**src/rtl/store_buffer.sv**
```systemverilog
// store_buffer: circular store FIFO with same-cycle load search and drain.
// Define STORE_BUFFER_FWD_EN to forward load hits; otherwise hits stall.
module store_buffer #(
   parameter int CORE         = 0,
   parameter int DATA_WIDTH   = 32,
   parameter int ADDRESS_BITS = 8,
   parameter int DEPTH        = 4
) (
   input  logic                    clock,
   input  logic                    reset,
   input  logic                    load,
   input  logic                    store,
   input  logic [ADDRESS_BITS-1:0] address,
   input  logic [DATA_WIDTH-1:0]   store_data,
   output logic [DATA_WIDTH-1:0]   load_data,
   output logic                    load_valid,
   output logic                    stall,
   output logic                    mem_load,
   output logic                    mem_store,
   output logic [ADDRESS_BITS-1:0] mem_address,
   output logic [DATA_WIDTH-1:0]   mem_store_data,
   input  logic [DATA_WIDTH-1:0]   mem_load_data,
   input  logic                    report
);

   localparam int PW = $clog2(DEPTH);

   logic [ADDRESS_BITS-1:0] entry_address [DEPTH];
   logic [DATA_WIDTH-1:0]   entry_data [DEPTH];
   logic [PW-1:0]           head;
   logic [PW-1:0]           tail;
   logic [PW:0]             count;
   logic [31:0]             cycle;
   logic                    hit;
   logic                    full;
   logic                    enqueue;
   logic                    drain;

`ifdef STORE_BUFFER_FWD_EN
   logic [DATA_WIDTH-1:0]   hit_data;
`endif

   // Walk oldest to youngest so the youngest matching entry wins.
   always_comb begin
      hit = 1'b0;
`ifdef STORE_BUFFER_FWD_EN
      hit_data = '0;
`endif
      for (int k = 0; k < DEPTH; k++) begin
         if (((PW+1)'(k) < count) &&
             (entry_address[head + PW'(k)] == address)) begin
            hit = 1'b1;
`ifdef STORE_BUFFER_FWD_EN
            hit_data = entry_data[head + PW'(k)];
`endif
         end
      end
   end

   assign full = (count == (PW+1)'(DEPTH));

`ifdef STORE_BUFFER_FWD_EN
   assign stall      = reset | full;
   assign drain      = ~reset & (count != '0) & ~load;
   assign load_valid = load;
   assign load_data  = !load ? '0 :
                       hit   ? hit_data : mem_load_data;
`else
   // A hit must wait until the matching stores reach memory.
   assign stall      = reset | full | (load & hit);
   assign drain      = ~reset & (count != '0) & (~load | hit);
   assign load_valid = load & ~hit;
   assign load_data  = load_valid ? mem_load_data : '0;
`endif

   assign mem_load       = load & ~hit;
   assign mem_store      = drain;
   assign mem_address    = mem_load ? address :
                           drain    ? entry_address[head] : '0;
   assign mem_store_data = drain ? entry_data[head] : '0;
   assign enqueue        = store & ~stall;

   always_ff @(posedge clock) begin
      if (reset) begin
         head  <= '0;
         tail  <= '0;
         count <= '0;
         cycle <= '0;
      end else begin
         cycle <= cycle + 32'd1;
         if (enqueue) tail <= tail + PW'(1);
         if (drain) head <= head + PW'(1);
         count <= count + (PW+1)'(enqueue) - (PW+1)'(drain);
      end
   end

   always_ff @(posedge clock) begin
      if (enqueue) begin
         entry_address[tail] <= address;
         entry_data[tail]    <= store_data;
      end
   end

`ifndef SYNTHESIS
   always @(posedge clock) begin
      if (report)
         $display("[sb%0d] cycle=%0d count=%0d head=%0d tail=%0d ld=%b st=%b addr=%h data=%h",
                  CORE, cycle, count, head, tail,
                  mem_load, mem_store, mem_address, mem_store_data);
   end
`endif

endmodule

```
**config.mk**
```make
export PLATFORM = sky130hd
export DESIGN_NAME = store_buffer
export DESIGN_NICKNAME = d
export VERILOG_FILES = /design/src/rtl/store_buffer.sv
export SDC_FILE = /design/constraint.sdc
export NUM_CORES = 1
export LEC_CHECK = 0
export ABC_AREA = 1
export CAP_MARGIN = 20
export CORE_MARGIN = 3
export CORE_UTILIZATION = 59
export CTS_BUF_LIST = sky130_fd_sc_hd__clkbuf_4
export DETAILED_ROUTE_END_ITERATION = 8
export HOLD_SLACK_MARGIN = 0.08
export PLACE_DENSITY = 0.92
export SYNTH_ARGS = -nofsm -noshare
export SYNTH_HDL_FRONTEND = slang
export SYNTH_SLANG_ARGS = --single-unit
```
**constraint.sdc**
```tcl
create_clock -name clock -period 9.5 [get_ports clock]
set_input_delay 2.85 -clock clock [delete_from_list [all_inputs] [get_ports clock]]
set_output_delay 2.85 -clock clock [all_outputs]
set_load 0.03 [all_outputs]
```
# [After elaboration in Yosys (flattened, before gate mapping)]
# Memory sizes are Yosys's and may differ from the RTL's. A register that Yosys moved wholly into a read port is not among the register bits.
# Cells that the tools add are included.
# W data, S select, Z words.
[totals] mem_count=2 out_inout_bits=76 in_bits=77 mem_bits_rw=160 wordCells=51 ff_bits=7
[op_classes] mux=14 reduce_logical=5 add_sub_neg=6 bitwise_logic=12 eq_ne=5 magnitude_cmp=4
[mem_list] name="entry_data" depth=4 word_bits=32 rd=1 rd_clocked_by_memory_dff=1 wr=1 line_no="29" rtl="logic [DATA_WIDTH-1:0] entry_data [DEPTH];"
[mem_list] name="entry_address" depth=4 word_bits=8 rd=4 rd_clocked_by_memory_dff=1 wr=1 line_no="28" rtl="logic [ADDRESS_BITS-1:0] entry_address [DEPTH];"
[ops] op="$mux W32" n=2
[ops] op="$eq A8 B8 Y1" n=4
[ops] op="$mux W8" n=2
[ops] op="$mux W2" n=4
[ops] op="$lt A1 B3 Y1 const A" n=2
[ops] op="$lt A2 B3 Y1 const A" n=2
[ops] op="$mux W1" n=6
[ops] op="$and A1 B1 Y1" n=5
[ops] op="$add A2 B1 Y2 const B" n=2
[ops] op="$add A2 B2 Y2 const B" n=2
[ops] op="$logic_and A1 B1 Y1" n=4
[ops] op="$not A1 Y1" n=4
[ops] op="$add A3 B1 Y3" n=1
[ops] op="$eq A3 B3 Y1 const B" n=1
[ops] op="$or A1 B1 Y1" n=3
[ops] op="$reduce_bool A3 Y1" n=1
[ops] op="$sub A3 B1 Y3" n=1

# [Logic depth before layout (Yosys ltp)]
# Gate-level depths: netlist (run 1).
# An unclocked memory read counts as a cell.
[logic_depth] ltp_word=13 mapped_depth=22 depth_no_buf=20

# [Worst setup path before layout (run 1)]
# No wires, ideal clock.
[synth_timing] path_kind="input-to-output" start="input port address[1]" end="output port mem_address[7]" path_buffers=0 path_slack_ns=2.412 path_stages=9 arrival_ns=4.238 required_ns=6.650 cell_sequence="inv_1 > nand3_1 > nand2_1 > nor2_1 > nand3_1 > nor2_1 > nor2_2 > nand3_2 > o21ai_0"
[synth_via] elab_chain_len=10 word_cells_on_any_way=18 cone_classes="4 x eq/ne; 6 x mux; 4 x bitwise; 4 x reduce/logical"
[synth_rtl] element="start, declared" line_no="13" rtl="input logic [ADDRESS_BITS-1:0] address,"
[synth_rtl] element="$eq A8 B8 Y1" line_no="51" rtl="(entry_address[head + PW'(k)] == address)) begin"
[synth_rtl] element="$logic_and A1 B1 Y1" line_no="50" rtl="if (((PW+1)'(k) < count) &&"
[synth_rtl] element="$mux W1 (3 in series)" line_no="50"
[synth_rtl] element="$mux W1 (*)" line_no="50"
[synth_rtl] element="$or A1 B1 Y1" line_no="71" rtl="assign drain = ~reset & (count != '0) & (~load | hit);"
[synth_rtl] element="$and A1 B1 Y1" line_no="71"
[synth_rtl] element="$mux W8" line_no="79" rtl="drain ? entry_address[head] : '0;"
[synth_rtl] element="$mux W8 (*)" line_no="78" rtl="assign mem_address = mem_load ? address :"
[synth_rtl] element="end, declared" line_no="20" rtl="output logic [ADDRESS_BITS-1:0] mem_address,"
# Mark *: on every way between the ends. The rest lies on a longest branch, timed or not.

# [Final worst setup path (run 1)]
[layout_timing] start="input port address[5]" end="output port mem_address[3]"
# Same word-level chain as after synthesis.

==> out/results.tsv, run 1 <==
stage	metric	value	unit
outcome	status	finished, final reports clean	
critical_path	path_cells	clkdlybuf4s50_1, inv_1, nand3_1, nand2_1, nor2_1, nand3_1, nor2_1, nor2_2, nand3_2, nand2_4, o22ai_1, clkdlybuf4s50_1	
power	peakVddDrop	0.143	mV
clocking	clk_path_buf_depth	2	
route	antenna_left	0	
route	wirelength	20200	um
route	drt_iter0_markers	732	
critical_path	cp-end-kind	output port	
synthesis	synth_fp_nets	1009	
route	route.vias.total	6813	
synthesis	yosysTopAreaCell	edfxtp_1	
critical_path	slowest_delay	0.76	ns
sta	finalSetupViolations	0	
sta	setup_tns	0	ns
clocking	clkLatencyLatePin	0.58	ns
synthesis	ys_top_cells_by_area	edfxtp_1 56%, nand2_1 15%, a211oi_2 4.7%, a21oi_1 4.1%, inv_1 3.7%	
route	post-route-drc-count	0	
clocking	cts.clk_slew.worst_paths	0.13	ns
placed_design	gp_congestion	0.923	
floorplanning	die_w	126	um
min_path	hold_path_class	reg2reg	
clocking	htree_levels	4	
floorplanning	rows	43	
synthesis	synth_top_area_frac	0.564	
clocking	cts_setup_buffers	0	
sta	finalWorstSetupSlack	0.562	ns
job	cap_violations	0	
min_path	worstHoldStart	tail[0]$_SDFFE_PP0P_	
floorplanning	pin_count	153	
floorplanning	core-area	0.0140	mm^2
critical_path	critPathSlowestCell	clkdlybuf4s50_1	
critical_path	critPathRequiredTime	6.65	ns
floorplanning	initial_utilization	0.609	
global_routing	grt_pass1_vias	6494	
synthesis	synth.distinct_cells	30	
route	viasPerCell	5.45	
synthesis	yosysWarnings	0	
synthesis	postSynthCellCount	923	
finish	nets	1143	
finish	fill_cells	923	
sta	fin_skew	0.0178	ns
placed_design	hpwl	12800	um
finish	drive_gt1_frac	0.0804	
synthesis	synth_area	0.00852	mm^2
power	p_per_area	188	mW/mm^2
sta	final.period_utilization	0.941	
placed_design	port_buffers	151	
clocking	cts_tree	built	
sta	slew_viol_final	0	
critical_path	startpoint_type	input pin	
global_routing	track_usage	0.252	
synthesis	synth_top_cells_by_count	348 x nand2_1, 160 x edfxtp_1, 83 x inv_1	
critical_path	path_max_fanout	43	
critical_path	cp.buffers_inverters	3	
synthesis	synth_edf_count	160	
route	dr.pass1.iters	6	
clocking	cts_root_buffer	clkbuf_4	
synthesis	yosysSeqAreaShare	0.585	
critical_path	worstSetupPathType	in2out	
global_routing	antenna_found_initial	1	
synthesis	avgSynthCellArea	9.23	um^2
clocking	cts_buffers	17	
global_routing	gr-total-overflow	0	
critical_path	cp-startpoint	address[5]	
global_routing	grt_first_pass_wirelength	31800	um
critical_path	crit_arrival	6.09	ns
critical_path	crit_family	buffers and inverters	
placed_design	pre_cts_slack	0.623	ns
finish	syn2layout_area_growth	22.1	%
synthesis	ys.flop_type	edfxtp_1	
sta	hold_viol	0	
sta	clock.fmax	112	MHz
sta	worst_pin_slew	0.871	ns
clocking	cts.repair.resized	0	
clocking	cts_sinks	169	
floorplanning	die_y	126	um
sta	rsz0062_at_grt	no	
floorplanning	die_area	0.0159	mm^2
global_routing	grt_max_degree	81	
synthesis	async_reset_ff_frac	0	
sta	fin_crit	8.94	ns
power	p_leak	4.37	nW
route	wl_per_cell	16.2	um
sta	max_slew_margin	0.419	
power	fin_total_pwr	1.96	mW
clocking	hold_buffers	0	
synthesis	yosysMostFrequentCell	nand2_1	
synthesis	ys_seq_elements	169	
worst min-delay path: cells and delay by family (launching register included):
kind	cells	cell delay [ns]
flip-flops	1	0.36
AND/OR/NAND/NOR	3	0.21
routing by layer:
layer  GRT usage  share of wire
met4      0.0959          0.019
met1       0.321           0.40
met5           0              0
met2       0.421           0.50
met3      0.0615          0.081
state kept, by name, indices dropped and copies added, names as in the netlist, named ones only:
register and count:
tail 2, entry_address 32, head 2, entry_data 128, count 3
kinds of logic after synthesis:
logic type                 count (synthesis)  synth area share
AOI/OAI and AO/OA                        122             0.102
xor gates and xnor gates                   4           0.00411
adders and majority gates                  9            0.0141
buffers and inverters                    133            0.0687
DFF                                      169             0.585
and+or+nand+nor                          486             0.226
path summary, 6_finish.rpt:
kind / endpoint / slack, ns / depth (start not counted)
hold reg to reg: tail[0]$_SDFFE_PP0P_ / 0.59 / 3
setup reg to reg: count[2]$_SDFF_PP0_ / 5.16 / 19
setup / recovery: mem_address[3] / 0.56 / 12
hold / removal: tail[0]$_SDFFE_PP0P_ / 0.59 / 3
report_power, final:
group / total (mW) / switching, mW / internal, mW / leakage [nW]
Combinational: 0.656 / 0.436 / 0.221 / 2.69
Sequential: 0.876 / 0.0208 / 0.855 / 1.53
Clock: 0.428 / 0.238 / 0.190 / 0.156
Total: 1.96 / 0.694 / 1.27 / 4.37
metrics by stage:
step / utilization / hold WS [ns] / area [um^2] / instances
global route: 0.744 / 0.627 / 10400 / 1251
floorplan: - / 0.531 / 8520 / 923
finish: 0.744 / 0.595 / 10400 / 1251
global placement: 0.722 / 0.560 / 10100 / 1218
CTS: 0.744 / 0.599 / 10400 / 1250
detailed placement: 0.722 / 0.567 / 10100 / 1218
area by class of cell:
class | count | area (um^2) | share of cell area
clock buffers | 20 | 150 | 0.0144
diodes | 1 | 2.50 | 0.000241
repair buffers | 160 | 1580 | 0.152
flip-flops and latches | 169 | 4990 | 0.479
multi-input cells | 621 | 2980 | 0.286
clock inverters | 12 | 149 | 0.0143
well taps | 180 | 225 | 0.0216
inverters | 88 | 333 | 0.0320
placed cells by master (no fill, tap or decap), drive strengths merged:
cell type | Yosys | routed
nand2 | 351 | 351
edfxtp | 160 | 160
clkdlybuf4s50 | 0 | 151
inv | 87 | 90
nor2 | 78 | 78
a21oi | 69 | 69
nand3 | 53 | 53
a211oi | 32 | 32
clkbuf | 18 | 20
o21ai | 10 | 10
buf | 27 | 9
dfxtp | 9 | 9
o22ai | 8 | 8
ha | 8 | 8
clkinv | 1 | 5
xor2 | 4 | 4
nand4 | 3 | 3
bufinv | 0 | 3
a31oi | 2 | 2
clkinvlp | 0 | 2
diode | 0 | 1
and2 | 1 | 1
o211ai | 1 | 1
fa | 1 | 1
(Power assumes the default switching activity.)
==> inputs of run 2 (changes only) <==
--- a/config.mk
+++ b/config.mk
@@ -8,11 +8,12 @@
 export ABC_AREA = 1
 export CAP_MARGIN = 20
 export CORE_MARGIN = 3
-export CORE_UTILIZATION = 59
+export CORE_UTILIZATION = 69
 export CTS_BUF_LIST = sky130_fd_sc_hd__clkbuf_4
 export DETAILED_ROUTE_END_ITERATION = 8
+export DONT_BUFFER_PORTS = 1
 export HOLD_SLACK_MARGIN = 0.08
-export PLACE_DENSITY = 0.92
+export PLACE_DENSITY = 0.89
 export SYNTH_ARGS = -nofsm -noshare
 export SYNTH_HDL_FRONTEND = slang
 export SYNTH_SLANG_ARGS = --single-unit
==> run 2 against run 1 <==
  * Cell area decreased by 15%
  * Non-clock buffer count is 151 lower
  * Sequential share of layout area grew 8.5 points
  * Largest power group unchanged
==> out/results.tsv, run 2 (same netlist as run 1, synthesis figures left out) <==
stage	metric	value	unit
outcome	status	finished, final reports clean	
floorplanning	initial_utilization	0.724	
power	p_leak	3.79	nW
power	peakVddDrop	0.155	mV
critical_path	rrSetupSlack	4.86	ns
finish	fin_cells	1084	
finish	nets	992	
sta	slew_viol_final	0	
floorplanning	rows	39	
clocking	cts_buffers	17	
critical_path	r2r-end	count[2]$_SDFF_PP0_	
floorplanning	die_w	117	um
global_routing	track_usage	0.273	
sta	hold_viol	0	
sta	final.period_utilization	0.831	
sta	rsz0062_at_grt	no	
critical_path	crit_arrival	5.04	ns
sta	fin_skew	0.0178	ns
finish	largest_reg_flops	128	
min_path	worstHoldEndpoint	tail[1]$_SDFFE_PP0P_	
critical_path	r2r_cells	19	
clocking	cts_tree	built	
sta	worst_pin_slew	0.910	ns
finish	final_cell_area	0.00883	mm^2
sta	finalSetupViolations	0	
critical_path	cp-end-kind	output port	
route	viasPerCell	5.72	
job	cap_violations	0	
route	antenna_left	0	
global_routing	grt_pass1_vias	5862	
route	wl_per_cell	17.0	um
min_path	hold_path_class	reg2reg	
floorplanning	die_y	117	um
finish	top_register	entry_data	
clocking	hold_buffers	0	
min_path	min_delay_path_depth	4	
route	route.vias.total	6201	
finish	final_common_cell	nand2_1	
sta	clock.fmax	127	MHz
min_path	worstHoldStart	tail[1]$_SDFFE_PP0P_	
clocking	clkLatencyLatePin	0.53	ns
clocking	cts_sinks	169	
clocking	cts_root_buffer	clkbuf_4	
route	drt_iter0_markers	602	
placed_design	placed_cell_area	0.00857	mm^2
placed_design	gp_congestion	0.920	
sta	setup_tns	0	ns
critical_path	startpoint_type	input pin	
finish	drive_gt1_frac	0.0979	
route	dr.pass1.iters	6	
floorplanning	core-area	0.0118	mm^2
critical_path	path_max_fanout	43	
sta	hold_slack	0.620	ns
global_routing	gr-total-overflow	0	
route	wirelength	18400	um
floorplanning	die_area	0.0137	mm^2
clocking	cts_setup_buffers	0	
clocking	cts.clk_slew.worst_paths	0.12	ns
clocking	htree_levels	4	
critical_path	critPathRequiredTime	6.65	ns
finish	final_cell_mix	348 x nand2_1, 160 x edfxtp_1, 83 x inv_1, 72 x nor2_1, 69 x a21oi_1	
sta	max_slew_margin	0.387	
finish	largestRegisters	entry_data: 128 flops, entry_address: 32 flops, count: 3 flops	
placed_design	port_buffers	0	
global_routing	antenna_found_initial	1	
clocking	cts.repair.resized	0	
clocking	clk_path_buf_depth	2	
power	p_per_area	204	mW/mm^2
global_routing	grt_max_degree	81	
critical_path	cp-startpoint	address[1]	
finish	syn2layout_area_growth	3.66	%
sta	fin_crit	7.89	ns
global_routing	grt_first_pass_wirelength	28300	um
route	post-route-drc-count	0	
placed_design	dp_cells	1051	
floorplanning	pin_count	153	
placed_design	hpwl	11500	um
critical_path	worstSetupPathType	in2out	
==> run 2: cell types whose count changed in the layout (fill, tap and decap cells not counted), sizes merged <==
| cell | delta |
|---|---|
| clkdlybuf4s50 | -151 |
| bufinv | -2 |
| clkinvlp | +2 |
| clkbuf | +1 |
| inv | -1 |
==> run 2: power breakdown <==
part | switching, mW | internal (mW) | total [mW]
clock network | 0.233 | 0.141 | 0.375
logic | 0.410 | 0.138 | 0.548
registers | 0.0215 | 0.856 | 0.877
total | 0.665 | 1.13 | 1.80
==> run 2: layer usage <==
metal | vias up | part of all wire | global-route usage
li1 | 3019 | - | -
met1 | 2882 | 0.38 | 0.334
met2 | 272 | 0.50 | 0.460
met3 | 28 | 0.098 | 0.0884
met4 | 0 | 0.018 | 0.0971
met5 | - | 0 | 0
==> run 2: per-stage QoR <==
step	total power, mW	setup slack [ns]	util
after floorplan	1.35	2.41	-
after global routing	1.90	1.48	0.751
after global placement	1.42	1.65	0.729
final	1.80	1.61	0.751
after CTS	1.80	1.62	0.751
after detailed placement	1.44	1.63	0.729
==> run 2: how the worst max path moves through the flow <==
stage / to / depth (start not counted) / slack (ns)
2_1_floorplan: mem_address[7] / 9 / 2.41
5_1_grt: mem_address[7] / 12 / 1.48
3_5_place_dp: mem_address[7] / 12 / 1.63
6_report: mem_address[7] / 12 / 1.61
3_3_place_gp: mem_address[7] / 12 / 1.65
4_1_cts: mem_address[7] / 12 / 1.62
==> run 2: layout make-up <==
type | count | area [um^2]
well taps | 164 | 205
diodes | 1 | 2.50
inverters | 88 | 333
flip-flops and latches | 169 | 4990
clock inverters | 11 | 100
repair buffers | 9 | 67.6
multi-input cells | 621 | 2980
clock buffers | 21 | 158
fillers | 811 | 2930
==> run 2: critical path, stage by stage <==
cell     delay, ns
inv_1         0.14
nand3_1       0.12
nand2_1       0.08
nor2_1        0.05
nand3_1       0.10
nor2_1        0.06
nor2_2        0.15
nand3_2       0.12
nand2_4       0.58
inv_2         0.30
nand2_1       0.14
o21ai_0       0.35
